`src/rtl/cla_sub_serial.sv`:
```
// cla_sub_serial
// Slice-serial subtractor: diff = a - b - b_in (mod 2^WIDTH), computed as
// a + ~b + ~b_in, one 4-bit carry-lookahead slice per clock, LSB slice first.
// The inter-slice carry lives in a register.
//
// Parameters:
//   WIDTH     operand width, multiple of 4, >= 4 (N = WIDTH/4 slices)
//
// Ports:
//   clk_i     rising-edge clock
//   rst_n_i   synchronous active-low reset
//   start_i   request, accepted only in IDLE
//   a_i       minuend, sampled on the accepting edge
//   b_i       subtrahend, sampled on the accepting edge
//   b_in_i    borrow in, sampled on the accepting edge
//   busy_o    high while computing slices
//   done_o    one-cycle pulse, result valid
//   diff_o    difference (holds until the next accepted start)
//   b_out_o   borrow out, 1 iff unsigned a < b + b_in
//   ovf_o     signed overflow
//
// Build option:
//   CLA_SUB_OVF_EN  when defined, ovf_o reports signed overflow of the
//                   latched operands; otherwise ovf_o is tied to 0.
//
// state | meaning
// ------+-------------------------------------------------
// IDLE  | waiting for start_i; result outputs hold
// RUN   | one slice per edge, slice index 0 .. N-1
// DONE  | done_o high for one cycle, back to IDLE next edge

module cla_sub_serial #(
  parameter int WIDTH = 16
) (
  input  logic             clk_i,
  input  logic             rst_n_i,
  input  logic             start_i,
  input  logic [WIDTH-1:0] a_i,
  input  logic [WIDTH-1:0] b_i,
  input  logic             b_in_i,
  output logic             busy_o,
  output logic             done_o,
  output logic [WIDTH-1:0] diff_o,
  output logic             b_out_o,
  output logic             ovf_o
);

  localparam int N     = WIDTH / 4;
  localparam int IDX_W = (N > 1) ? $clog2(N) : 1;
  localparam logic [IDX_W-1:0] LAST_IDX = IDX_W'(N - 1);

  typedef enum logic [1:0] {
    IDLE = 2'd0,
    RUN  = 2'd1,
    DONE = 2'd2
  } state_e;

  state_e           state_q, state_d;
  logic [IDX_W-1:0] idx_q, idx_d;
  logic             carry_q, carry_d;
  logic [WIDTH-1:0] a_q, a_d;
  logic [WIDTH-1:0] b_q, b_d;
  logic [WIDTH-1:0] diff_q, diff_d;
  logic             b_out_q, b_out_d;
  logic             busy_q, busy_d;
  logic             done_q, done_d;

  // Current slice: b is inverted so the slice is a plain lookahead adder.
  logic [3:0] sl_a, sl_bn, g, p, sum;
  logic [4:0] c;

  always_comb begin
    sl_a  = a_q[4*idx_q +: 4];
    sl_bn = ~b_q[4*idx_q +: 4];
    g     = sl_a & sl_bn;
    p     = sl_a ^ sl_bn;
    c[0]  = carry_q;
    c[1]  = g[0] | (p[0] & c[0]);
    c[2]  = g[1] | (p[1] & g[0]) | (p[1] & p[0] & c[0]);
    c[3]  = g[2] | (p[2] & g[1]) | (p[2] & p[1] & g[0])
          | (p[2] & p[1] & p[0] & c[0]);
    c[4]  = g[3] | (p[3] & g[2]) | (p[3] & p[2] & g[1])
          | (p[3] & p[2] & p[1] & g[0])
          | (p[3] & p[2] & p[1] & p[0] & c[0]);
    sum   = p ^ c[3:0];
  end

  logic last_slice;
  assign last_slice = (idx_q == LAST_IDX);

  always_comb begin
    state_d = state_q;
    idx_d   = idx_q;
    carry_d = carry_q;
    a_d     = a_q;
    b_d     = b_q;
    diff_d  = diff_q;
    b_out_d = b_out_q;
    unique case (state_q)
      IDLE: begin
        if (start_i) begin
          a_d     = a_i;
          b_d     = b_i;
          carry_d = ~b_in_i;
          idx_d   = '0;
          state_d = RUN;
        end
      end
      RUN: begin
        diff_d[4*idx_q +: 4] = sum;
        carry_d              = c[4];
        if (last_slice) begin
          b_out_d = ~c[4];
          state_d = DONE;
        end else begin
          idx_d = idx_q + IDX_W'(1);
        end
      end
      DONE: begin
        state_d = IDLE;
      end
      default: begin
        state_d = IDLE;
      end
    endcase
    busy_d = (state_d == RUN);
    done_d = (state_d == DONE);
  end

  always_ff @(posedge clk_i) begin
    if (!rst_n_i) begin
      state_q <= IDLE;
      idx_q   <= '0;
      carry_q <= 1'b0;
      a_q     <= '0;
      b_q     <= '0;
      diff_q  <= '0;
      b_out_q <= 1'b0;
      busy_q  <= 1'b0;
      done_q  <= 1'b0;
    end else begin
      state_q <= state_d;
      idx_q   <= idx_d;
      carry_q <= carry_d;
      a_q     <= a_d;
      b_q     <= b_d;
      diff_q  <= diff_d;
      b_out_q <= b_out_d;
      busy_q  <= busy_d;
      done_q  <= done_d;
    end
  end

`ifdef CLA_SUB_OVF_EN
  // Operand signs differ and the result sign differs from the minuend.
  // sum[3] is the result MSB when the final slice is being computed.
  logic ovf_q, ovf_d;

  always_comb begin
    ovf_d = ovf_q;
    if (state_q == RUN && last_slice) begin
      ovf_d = (a_q[WIDTH-1] != b_q[WIDTH-1]) && (sum[3] != a_q[WIDTH-1]);
    end
  end

  always_ff @(posedge clk_i) begin
    if (!rst_n_i) begin
      ovf_q <= 1'b0;
    end else begin
      ovf_q <= ovf_d;
    end
  end

  assign ovf_o = ovf_q;
`else
  assign ovf_o = 1'b0;
`endif

  assign busy_o  = busy_q;
  assign done_o  = done_q;
  assign diff_o  = diff_q;
  assign b_out_o = b_out_q;

endmodule

```
`config.mk`:
```
export PLATFORM = sky130hd
export DESIGN_NAME = cla_sub_serial
export DESIGN_NICKNAME = d
export VERILOG_FILES = /design/src/rtl/cla_sub_serial.sv
export SDC_FILE = /design/constraint.sdc
export NUM_CORES = 1
export LEC_CHECK = 0
export CAP_MARGIN = 20
export CORE_AREA = 2 2 78 80
export DETAILED_ROUTE_END_ITERATION = 7
export DIE_AREA = 0 0 80 82
export PLACE_DENSITY = 0.74
export SETUP_SLACK_MARGIN = 0.4
export SYNTH_ARGS = -nofsm -noshare
export SYNTH_HDL_FRONTEND = slang
export SYNTH_SLANG_ARGS = --single-unit
export TNS_END_PERCENT = 10
```
`constraint.sdc`:
```
create_clock -name clk_i -period 2.6 [get_ports clk_i]
set_clock_uncertainty 0.15 [all_clocks]
set_input_delay 0.52 -clock clk_i [delete_from_list [all_inputs] [get_ports clk_i]]
set_output_delay 0.52 -clock clk_i [all_outputs]
set_load 0.01 [all_outputs]
```
== Word-level counts from Yosys, hierarchy flattened ==
Index checks and enable logic that the tools add are counted.
W data, S select, Z words.

* Logic and storage cells: 68
* Input port bits: 36
* Register bits after elaboration: 56
* Latch bits: 0
* Bits in writable memories: 0
* Memories kept: 0
* Output and inout port bits: 20
* Bits in read-only memories: 0

* Add/sub/neg operators: 2
* Div/mod/pow operators: 0
* Bitwise gates (word level): 32
* Mux-type cells: 9
* Equality and inequality tests: 6
* Order comparisons: 0
* Reductions and logical operators: 6
* Shifts and indexed selects: 4
* Multiply operators: 0

{| class="wikitable"
|+ Operators by type and width
! cell !! number
|-
| $neg A4 Y34 || 1
|-
| $shift A4 B34 Y16 const A || 1
|-
| $shiftx A4 B34 Y16 || 1
|-
| $shiftx A16 B5 Y4 || 2
|-
| $and A1 B1 Y1 || 16
|-
| $bwmux W16 || 1
|-
| $or A1 B1 Y1 || 10
|-
| $mux W2 || 4
|-
| $pmux W2 S2 || 2
|-
| $xor A4 B4 Y4 || 2
|-
| $reduce_and A2 Y1 || 3
|-
| $and A4 B4 Y4 || 1
|-
| $eq A2 B1 Y1 const B || 2
|-
| $eq A2 B2 Y1 const B || 2
|-
| $ne A2 B2 Y1 const B || 2
|-
| $not A4 Y4 || 1
|-
| $reduce_and A3 Y1 || 1
|-
| $add A2 B1 Y2 const B || 1
|-
| $logic_not A2 Y1 || 1
|-
| $not A1 Y1 || 2
|-
| $pmux W1 S2 || 1
|-
| $reduce_bool A2 Y1 || 1
|-
| $mux W1 || 1
|}

== Logic depth before layout (Yosys ltp) ==
Gate-level depths: netlist of run 1.

* Depth in word-level cells: 10
* Mapped depth: 8
* Gate-level depth less buffers: 7

== Worst setup path after synthesis of run 1 ==
No wires, ideal clock.

* Kind: register to register
* Start: reg idx_q[0]
* End: reg diff_q[10], in the netlist diff_o[10]
* Path buffers: 1
* Stages on the path, launching flop included: 8
* Data arrival time: 2.302 ns
* Period minus slack after synthesis: 2.579 ns
* Data required time: 2.322 ns
* Library setup time: 0.128 ns
* Setup slack: 0.021 ns
* Path through: dfxtp_1 buf_4 mux4_2 ha_1 a211oi_1 or3b_2 a32oi_1 nor2_1

* Cells in the longest elaborated chain, start to end: 10
* Elaborated cells on any way between the ends: 25
* Those cells by class: 1 x add/sub; 4 x shift; 1 x mux; 19 x bitwise

{| class="wikitable"
|+ Ends and longest elaborated chain
! item !! RTL line !! text
|-
| start, declared || 59 || <nowiki>logic [IDX_W-1:0] idx_q, idx_d;</nowiki>
|-
| start signal, assigned || 143 || <nowiki>idx_q <= idx_d;</nowiki>
|-
| $shiftx A16 B5 Y4 || 74 || <nowiki>sl_bn = ~b_q[4*idx_q +: 4];</nowiki>
|-
| $not A4 Y4 || 74 ||
|-
| $xor A4 B4 Y4 / $and A4 B4 Y4 (equally long branches) || 76, 75 ||
|-
| $and A1 B1 Y1, on equally long branches || 80, 81 ||
|-
| $or A1 B1 Y1 (tied with other cells) || 80 || <nowiki>c[3] = g[2] | (p[2] & g[1]) | (p[2] & p[1] & g[0])</nowiki>
|-
| $or A1 B1 Y1 / $and A1 B1 Y1 (equally long branches) || 80, 81 ||
|-
| $or A1 B1 Y1 || 81 || <nowiki>| (p[2] & p[1] & p[0] & c[0]);</nowiki>
|-
| $xor A4 B4 Y4 || 85 || <nowiki>sum = p ^ c[3:0];</nowiki>
|-
| $shiftx A4 B34 Y16 || 110 || <nowiki>diff_d[4*idx_q +: 4] = sum;</nowiki>
|-
| $bwmux W16 (*) || 110 ||
|-
| end signal, assigned || 147 || <nowiki>diff_q <= diff_d;</nowiki>
|-
| end, declared || 63 || <nowiki>logic [WIDTH-1:0] diff_q, diff_d;</nowiki>
|}

Mark *: on every way between the ends. The rest lies on a longest branch, timed or not.
A chain may end at the register's enable or synchronous reset.

== Final worst setup path of run 1 ==
* Start: reg idx_q[0]
* End: reg b_out_q, in the netlist b_out_o

* Cells in the longest elaborated chain, start to end: 9
* Elaborated cells on any way between the ends: 19
* Those cells by class: 1 x eq/ne; 2 x shift; 15 x bitwise; 1 x reduce/logical

{| class="wikitable"
|+ Ends and longest elaborated chain
! item !! RTL line !! text
|-
| $shiftx A16 B5 Y4 || 74 ||
|-
| $not A4 Y4 || 74 ||
|-
| $xor A4 B4 Y4 / $and A4 B4 Y4 (equally long branches) || 76, 75 ||
|-
| $and A1 B1 Y1, on equally long branches || 82, 83, 84 ||
|-
| $or A1 B1 Y1 (tied with other cells) (2 in series) || 82 || <nowiki>c[4] = g[3] | (p[3] & g[2]) | (p[3] & p[2] & g[1])</nowiki>
|-
| $or A1 B1 Y1 / $and A1 B1 Y1 (equally long branches) || 83, 84 ||
|-
| $or A1 B1 Y1 || 84 || <nowiki>| (p[3] & p[2] & p[1] & p[0] & c[0]);</nowiki>
|-
| $not A1 Y1 || 113 || <nowiki>b_out_d = ~c[4];</nowiki>
|-
| end signal, assigned || 148 || <nowiki>b_out_q <= b_out_d;</nowiki>
|-
| end, declared || 64 || <nowiki>logic b_out_q, b_out_d;</nowiki>
|}

Parallel ways exist; a longest one is shown, timed or not.

==> summary.md, run 1 <==
| Metric | Value |
|---|---|
| Status | finished clean |
| Fmax | 425.9 MHz |
| Syn_area_per_cell | 8.999 sq um |
| Top FF cell, synth | dfxtp_1 |
| Final hold vios | 0 |
| Mapped Cells | 276 |
| Fin. max-slew vios | 0 |
| Worst hold path type | reg2reg |
| H-tree lvl count | 2 |
| Sequential fraction of design power | 49.8% |
| Final wirelength | 5.391 mm |
| Largest net degree at the start of global routing | 33 |
| Area Growth Syn to Fin | 33.15% |
| Reg clk slew, reported paths | 0.10 ns |
| DRC violations left | 0 |
| Register area share after synthesis | 45.14% |
| Yosys top cell area share | 45.14% |
| Commonest cells after routing, fill and taps aside | nand2_1, dfxtp_1, clkdlybuf4s50_1 |
| DP HPWL | 3.955 mm |
| VDD IR max | 0.3121 mV |
| Initial antenna violation count | 0 |
| Hold-fix buffers, CTS | 0 |
| Layout cells sized above 1 | 13.07% |
| DIE AREA | 0.006560 sq mm |
| Lkg Pwr | 1.250 nW |
| Global-route wire length before repair | 8.804 mm |
| Core area | 0.005746 sq mm |
| GPL Wtd Cong | 0.8264 |
| Number of max-cap violations | 0 |
| Critical path capture point type | flop |
| #FFs+latches synth | 56 |
| Hold Path Cell Cnt | 2 |
| Vias in the first global route | 1884 |
| Final setup viols | 0 |
| Placed Area | 0.003143 sq mm |
| Int Pwr | 1.382 mW |
| Fin nets | 377 |
| Die height | 82 um |
| Clk buf depth | 2 |
| Initial Utilization | 43.23% |
| Worst setup margin | 0.2519 ns |
| Reg2Reg Setup Slack | 0.25 ns |
| Clock insertion delay at the later pin of the skew report | 0.32 ns |
| Remaining Overflow, GRT | 0 |
| R2R depth | 8 |
| DR iter-0 viols | 79 |
| Worst-path maximum fanout | 5 |
| Drt pass-1 iters | 5 |
| Setup_tns | 0 ns |
| PwrDens | 564.6 mW/mm^2 |
| Clock sinks | 56 |
| Avg WL per Cell | 13.34 um |
| Net Sw Power | 0.4848 mW |
| Top post-synthesis cells by area | dfxtp_1, nand2_1, mux4_2 |
| Die width | 80 um |
| CP required | 2.67 ns |
| ANT cells | 0 |
| Fillers | 512 |
| Final Instance Area | 0.003307 sq mm |
| Post-synth ARST share | 0% |
| Tcrit/Tclk final | 90.31% |
| Cell area after synthesis | 0.002484 sq mm |
| Post-synthesis cell type count | 38 |
| Crit path arrival time | 2.42 ns |
| Via density | 5.134 |
| CP Class | reg2reg |
| Combinational power share | 20.7% |
| Vias | 2074 |
| Post-route ant nets | 0 |
| Area leader, netlist | dfxtp_1 |
| Post-synth EDFFs | 0 |
| Post-route minimum period | 2.348 ns |
| I/O pins | 56 |
| Pre-CTS setup slack | 0.1625 ns |
| RSZ-0062 raised after global routing | true |
| TritonCTS Buffers | 5 |
| Syn nets | 324 |
| Synthesis Warnings | 0 |
| Port bufs | 54 |
| Site Rows | 28 |
| Clk network pwr share | 29.5% |
| Switching share of power | 25.96% |
| CTS tree | built |
| Commonest non-fill, non-tap cell in the layout | nand2_1 |
| Startpoint types | flop |
| Total GRT Usage | 17.41% |
| Clk root buf | clkbuf_8 |
==> power by group through the flow <==
stage                     clock network, mW  registers, mW  logic (mW)
after floorplan                           0          0.943       0.233
after global placement                    0          0.956       0.348
after detailed placement                  0          0.957       0.356
after CTS                             0.563          0.930       0.379
after global routing                  0.590          0.935       0.425
final                                 0.551          0.929       0.386
==> what timing repair did <==
action                                  4_1_cts  5_1_grt
resized for setup                             5        1
endpoints found under the setup margin       18       18
pin swaps                                     1        1
setup buffers                                 3        1
==> worst max-delay path: stages (launching register included) <==
cell,delay (ns)
dfxtp_4,0.37
buf_12,0.11
mux4_2,0.55
ha_4,0.30
a41o_1,0.17
a21oi_2,0.06
buf_4,0.14
o21ba_2,0.20
a32o_1,0.19
==> kinds of logic (layout without fill, tap and decap cells) <==
| kind of cell | count (synthesis) | count (layout) | share of synthesized area (%) |
|---|---|---|---|
| buf+inv | 31 | 84 | 5.491 |
| xor+xnor | 2 | 2 | 0.7054 |
| other cells | 1 | 1 | 0.1510 |
| compound gates | 60 | 60 | 15.57 |
| fa+ha+maj | 12 | 12 | 6.348 |
| mux | 8 | 8 | 7.254 |
| flops | 56 | 56 | 45.14 |
| simple gates | 106 | 106 | 19.35 |
==> registers in the layout, indices dropped and copies added, names as in the netlist <==
signal,flops
busy_o,1
done_o,1
b_q,16
diff_o,16
state_q,2
idx_q,2
carry_q,1
b_out_o,1
a_q,16
==> metal layers <==
metal | global-route usage (%) | up-vias | share of wire [%]
met2 | 30.75 | 50 | 49
met3 | 3.736 | 7 | 4.5
li1 | - | 1048 | -
met1 | 21.38 | 969 | 46
met4 | 5.085 | 0 | 1.2
met5 | 0 | - | 0
==> area by class of cell <==
class / instances / area (sq um) / share of cell area, %
multi-input combinational: 189 / 1290 / 39.01
sequential: 56 / 1126 / 34.05
timing repair buffer: 62 / 638.1 / 19.30
tap: 75 / 93.84 / 2.838
clock buffer: 6 / 72.57 / 2.194
inverter: 15 / 56.30 / 1.703
clock inverter: 1 / 30.03 / 0.9081
==> synth_stat cells (2+ instances only) <==
cell,n
a22oi_1,9
and3_1,4
xnor2_1,2
o31ai_1,3
buf_4,2
ha_1,11
a32oi_1,4
buf_2,4
a21oi_1,34
inv_1,11
inv_2,4
nor2_1,18
o21bai_1,2
clkbuf_1,9
dfxtp_1,56
nand2_1,71
mux4_2,8
nand3_1,4
==> through the flow <==
| step | utilization [%] | power [mW] | instances | hold slack [ns] |
|---|---|---|---|---|
| detailed placement | 54.70 | 1.313 | 393 | 0.2980 |
| global route | 57.56 | 1.950 | 404 | 0.3324 |
| global placement | 54.70 | 1.304 | 393 | 0.2926 |
| finish | 57.56 | 1.867 | 404 | 0.3076 |
| CTS | 57.34 | 1.872 | 403 | 0.3100 |
| floorplan | - | 1.176 | 276 | 0.2831 |
==> worst paths after layout <==
kind | start | to
setup / recovery | idx_q[0]$_SDFFE_PN0P_ | b_out_o$_SDFFE_PN0P_
hold / removal | a_q[1]$_SDFFE_PN0P_ | a_q[1]$_SDFFE_PN0P_
setup reg to reg | idx_q[0]$_SDFFE_PN0P_ | b_out_o$_SDFFE_PN0P_
hold reg to reg | a_q[1]$_SDFFE_PN0P_ | a_q[1]$_SDFFE_PN0P_
Power figures use the tool's default switching activity.
==> run 2, diff against run 1 <==
--- a/config.mk
+++ b/config.mk
@@ -7,6 +7,7 @@
 export LEC_CHECK = 0
 export CAP_MARGIN = 20
 export CORE_AREA = 2 2 78 80
+export CTS_CLUSTER_DIAMETER = 30
 export DETAILED_ROUTE_END_ITERATION = 7
 export DIE_AREA = 0 0 80 82
 export PLACE_DENSITY = 0.74
==> results of run 2 <==
Same layout as run 1: the final DEF is identical, and so are final timing and power.
==> run 3, diff against run 2 <==
--- a/config.mk
+++ b/config.mk
@@ -6,11 +6,12 @@
 export NUM_CORES = 1
 export LEC_CHECK = 0
 export CAP_MARGIN = 20
-export CORE_AREA = 2 2 78 80
+export CORE_AREA = 2 2 74 76
 export CTS_CLUSTER_DIAMETER = 30
 export DETAILED_ROUTE_END_ITERATION = 7
-export DIE_AREA = 0 0 80 82
-export PLACE_DENSITY = 0.74
+export DIE_AREA = 0 0 76 78
+export PLACE_DENSITY = 0.78
+export RECOVER_POWER = 25
 export SETUP_SLACK_MARGIN = 0.4
 export SYNTH_ARGS = -nofsm -noshare
 export SYNTH_HDL_FRONTEND = slang
==> constraint.sdc (replaced) <==
create_clock -name clk_i -period 2.4 [get_ports clk_i]
set_clock_uncertainty 0.15 [all_clocks]
set_input_delay 0.48 -clock clk_i [delete_from_list [all_inputs] [get_ports clk_i]]
set_output_delay 0.48 -clock clk_i [all_outputs]
set_load 0.01 [all_outputs]
==> summary.md, run 3 (same netlist as run 1, synthesis figures left out) <==
| Metric | Value |
|---|---|
| Fillers | 441 |
| Final setup viols | 0 |
| Layout Cells excl Fill | 403 |
| Die height | 78 um |
| Die width | 76 um |
| Fin nets | 380 |
| CP Buf/Inv Count | 0 |
| Clk buf depth | 2 |
| CTS tree | built |
| Initial Utilization | 49.26% |
| Avg WL per Cell | 14.11 um |
| Site Rows | 26 |
| Final core occ | 65.98% |
| Global-route wire length before repair | 9.653 mm |
| CP required | 2.44 ns |
| Largest net degree at the start of global routing | 33 |
| Total GRT Usage | 20.22% |
| Status | finished clean |
| DR iter-0 viols | 172 |
| Port bufs | 54 |
| Final wirelength | 5.688 mm |
| Remaining Overflow, GRT | 0 |
| Delay-heaviest family, CP | multiplexers |
| Tcrit/Tclk final | 98.20% |
| Area Growth Syn to Fin | 33.95% |
| VDD IR max | 0.3419 mV |
| Post-route minimum period | 2.357 ns |
| Layout cells sized above 1 | 15.62% |
| Clock insertion delay at the later pin of the skew report | 0.31 ns |
| Worst-path maximum fanout | 8 |
| CP Class | reg2reg |
| H-tree lvl count | 2 |
| Slowest CP cell | mux4_2 |
| Number of max-cap violations | 0 |
| DIE AREA | 0.005928 sq mm |
| Vias in the first global route | 2037 |
| Lkg Pwr | 1.268 nW |
| Post-route ant nets | 0 |
| ANT cells | 0 |
| TritonCTS Buffers | 5 |
| Final hold vios | 0 |
| Reg clk slew, reported paths | 0.10 ns |
| DP HPWL | 4.078 mm |
| Worst hold path type | reg2reg |
| I/O pins | 56 |
| CP Cell Sequence | mux4_2, ha_4, a211oi_4, or3b_4, a32oi_1, nor2_1 |
| Startpoint types | flop |
| Initial antenna violation count | 0 |
| Clock sinks | 56 |
| Fin. max-slew vios | 0 |
| Vias | 2113 |
| Core area | 0.005042 sq mm |
| CP peak stage delay | 0.58 ns |
| Commonest cells after routing, fill and taps aside | nand2_1, dfxtp_1, clkdlybuf4s50_1 |
| Fmax | 424.3 MHz |
| Drt pass-1 iters | 4 |
| GPL Wtd Cong | 0.8230 |
| RSZ-0062 raised after global routing | true |
| Commonest non-fill, non-tap cell in the layout | nand2_1 |
| Critical path capture point type | flop |
| DRC violations left | 0 |
| Via density | 5.243 |
| Hold-fix buffers, CTS | 0 |
| PwrDens | 618.9 mW/mm^2 |
| Clk root buf | clkbuf_8 |
| Crit path arrival time | 2.39 ns |
| Inst Count DP | 393 |
==> run 3: changes by cell type in the layout (fill, tap and decap cells not counted), moves of 2 or more <==
cell | before | now
buf_4 | 5 | 9
buf_12 | 3 | 0
a22oi_2 | 0 | 2
buf_6 | 0 | 2
a22oi_1 | 9 | 7
==> run 3: path summary, 6_finish.rpt <==
kind,startpoint,slack (ns),endpoint,depth (start not counted)
max,idx_q[0]$_SDFFE_PN0P_,0.04,diff_o[2]$_SDFFE_PN0P_,6
min,a_q[10]$_SDFFE_PN0P_,0.31,a_q[10]$_SDFFE_PN0P_,2
max reg2reg,idx_q[0]$_SDFFE_PN0P_,0.04,diff_o[2]$_SDFFE_PN0P_,6
min reg2reg,a_q[10]$_SDFFE_PN0P_,0.31,a_q[10]$_SDFFE_PN0P_,2
==> run 3: repair_timing <==
action	CTS	global route
resized for setup	4	8
endpoints found under the hold margin	0	0
endpoints found under the setup margin	18	18
pin swaps	0	8
cloned	0	0
setup buffers	1	1
==> run 3: power by group <==
group	switching (mW)	total (mW)	internal [mW]
Combinational	0.211	0.434	0.223
Clock	0.304	0.614	0.310
Sequential	0.0359	1.01	0.975
Total	0.551	2.06	1.51
==> run 3: cell type report <==
| type | instances | area, sq um | share of cell area, % |
|---|---|---|---|
| multi-input cells | 189 | 1316 | 39.56 |
| flip-flops and latches | 56 | 1126 | 33.85 |
| repair buffers | 65 | 630.6 | 18.95 |
| well taps | 70 | 87.58 | 2.633 |
| clock buffers | 5 | 68.82 | 2.068 |
| inverters | 15 | 56.30 | 1.692 |
| clock inverters | 3 | 41.29 | 1.241 |
==> run 3: through the flow <==
stage          area (sq um)  total power [mW]   TNS, ns  setup WS, ns  hold WS, ns
6_report               3327             2.059         0       0.04313       0.3055
5_1_grt                3327             2.153  -0.06263      -0.02828       0.3201
4_1_cts                3291             2.043         0       0.05153       0.3085
3_5_place_dp           3149             1.428         0       0.03959       0.2952
3_3_place_gp           3149             1.413         0        0.1061       0.2926
2_1_floorplan          2536             1.274         0       0.07823       0.2831
==> run 3: routing by layer <==
metal | part of all wire [%] | vias up | GRT usage (%)
met4 | 1.8 | 0 | 6.000
li1 | - | 1046 | -
met1 | 41 | 999 | 23.75
met2 | 53 | 58 | 37.68
met5 | 0 | - | 0
met3 | 4.0 | 10 | 3.605
==> run 3: worst reg2reg max path, cell delays in order, from the launching register on <==
cell      delay (ns)
dfxtp_4         0.44
mux4_2          0.58
ha_4            0.32
a211oi_4        0.07
or3b_4          0.42
a32oi_1         0.20
nor2_1          0.06
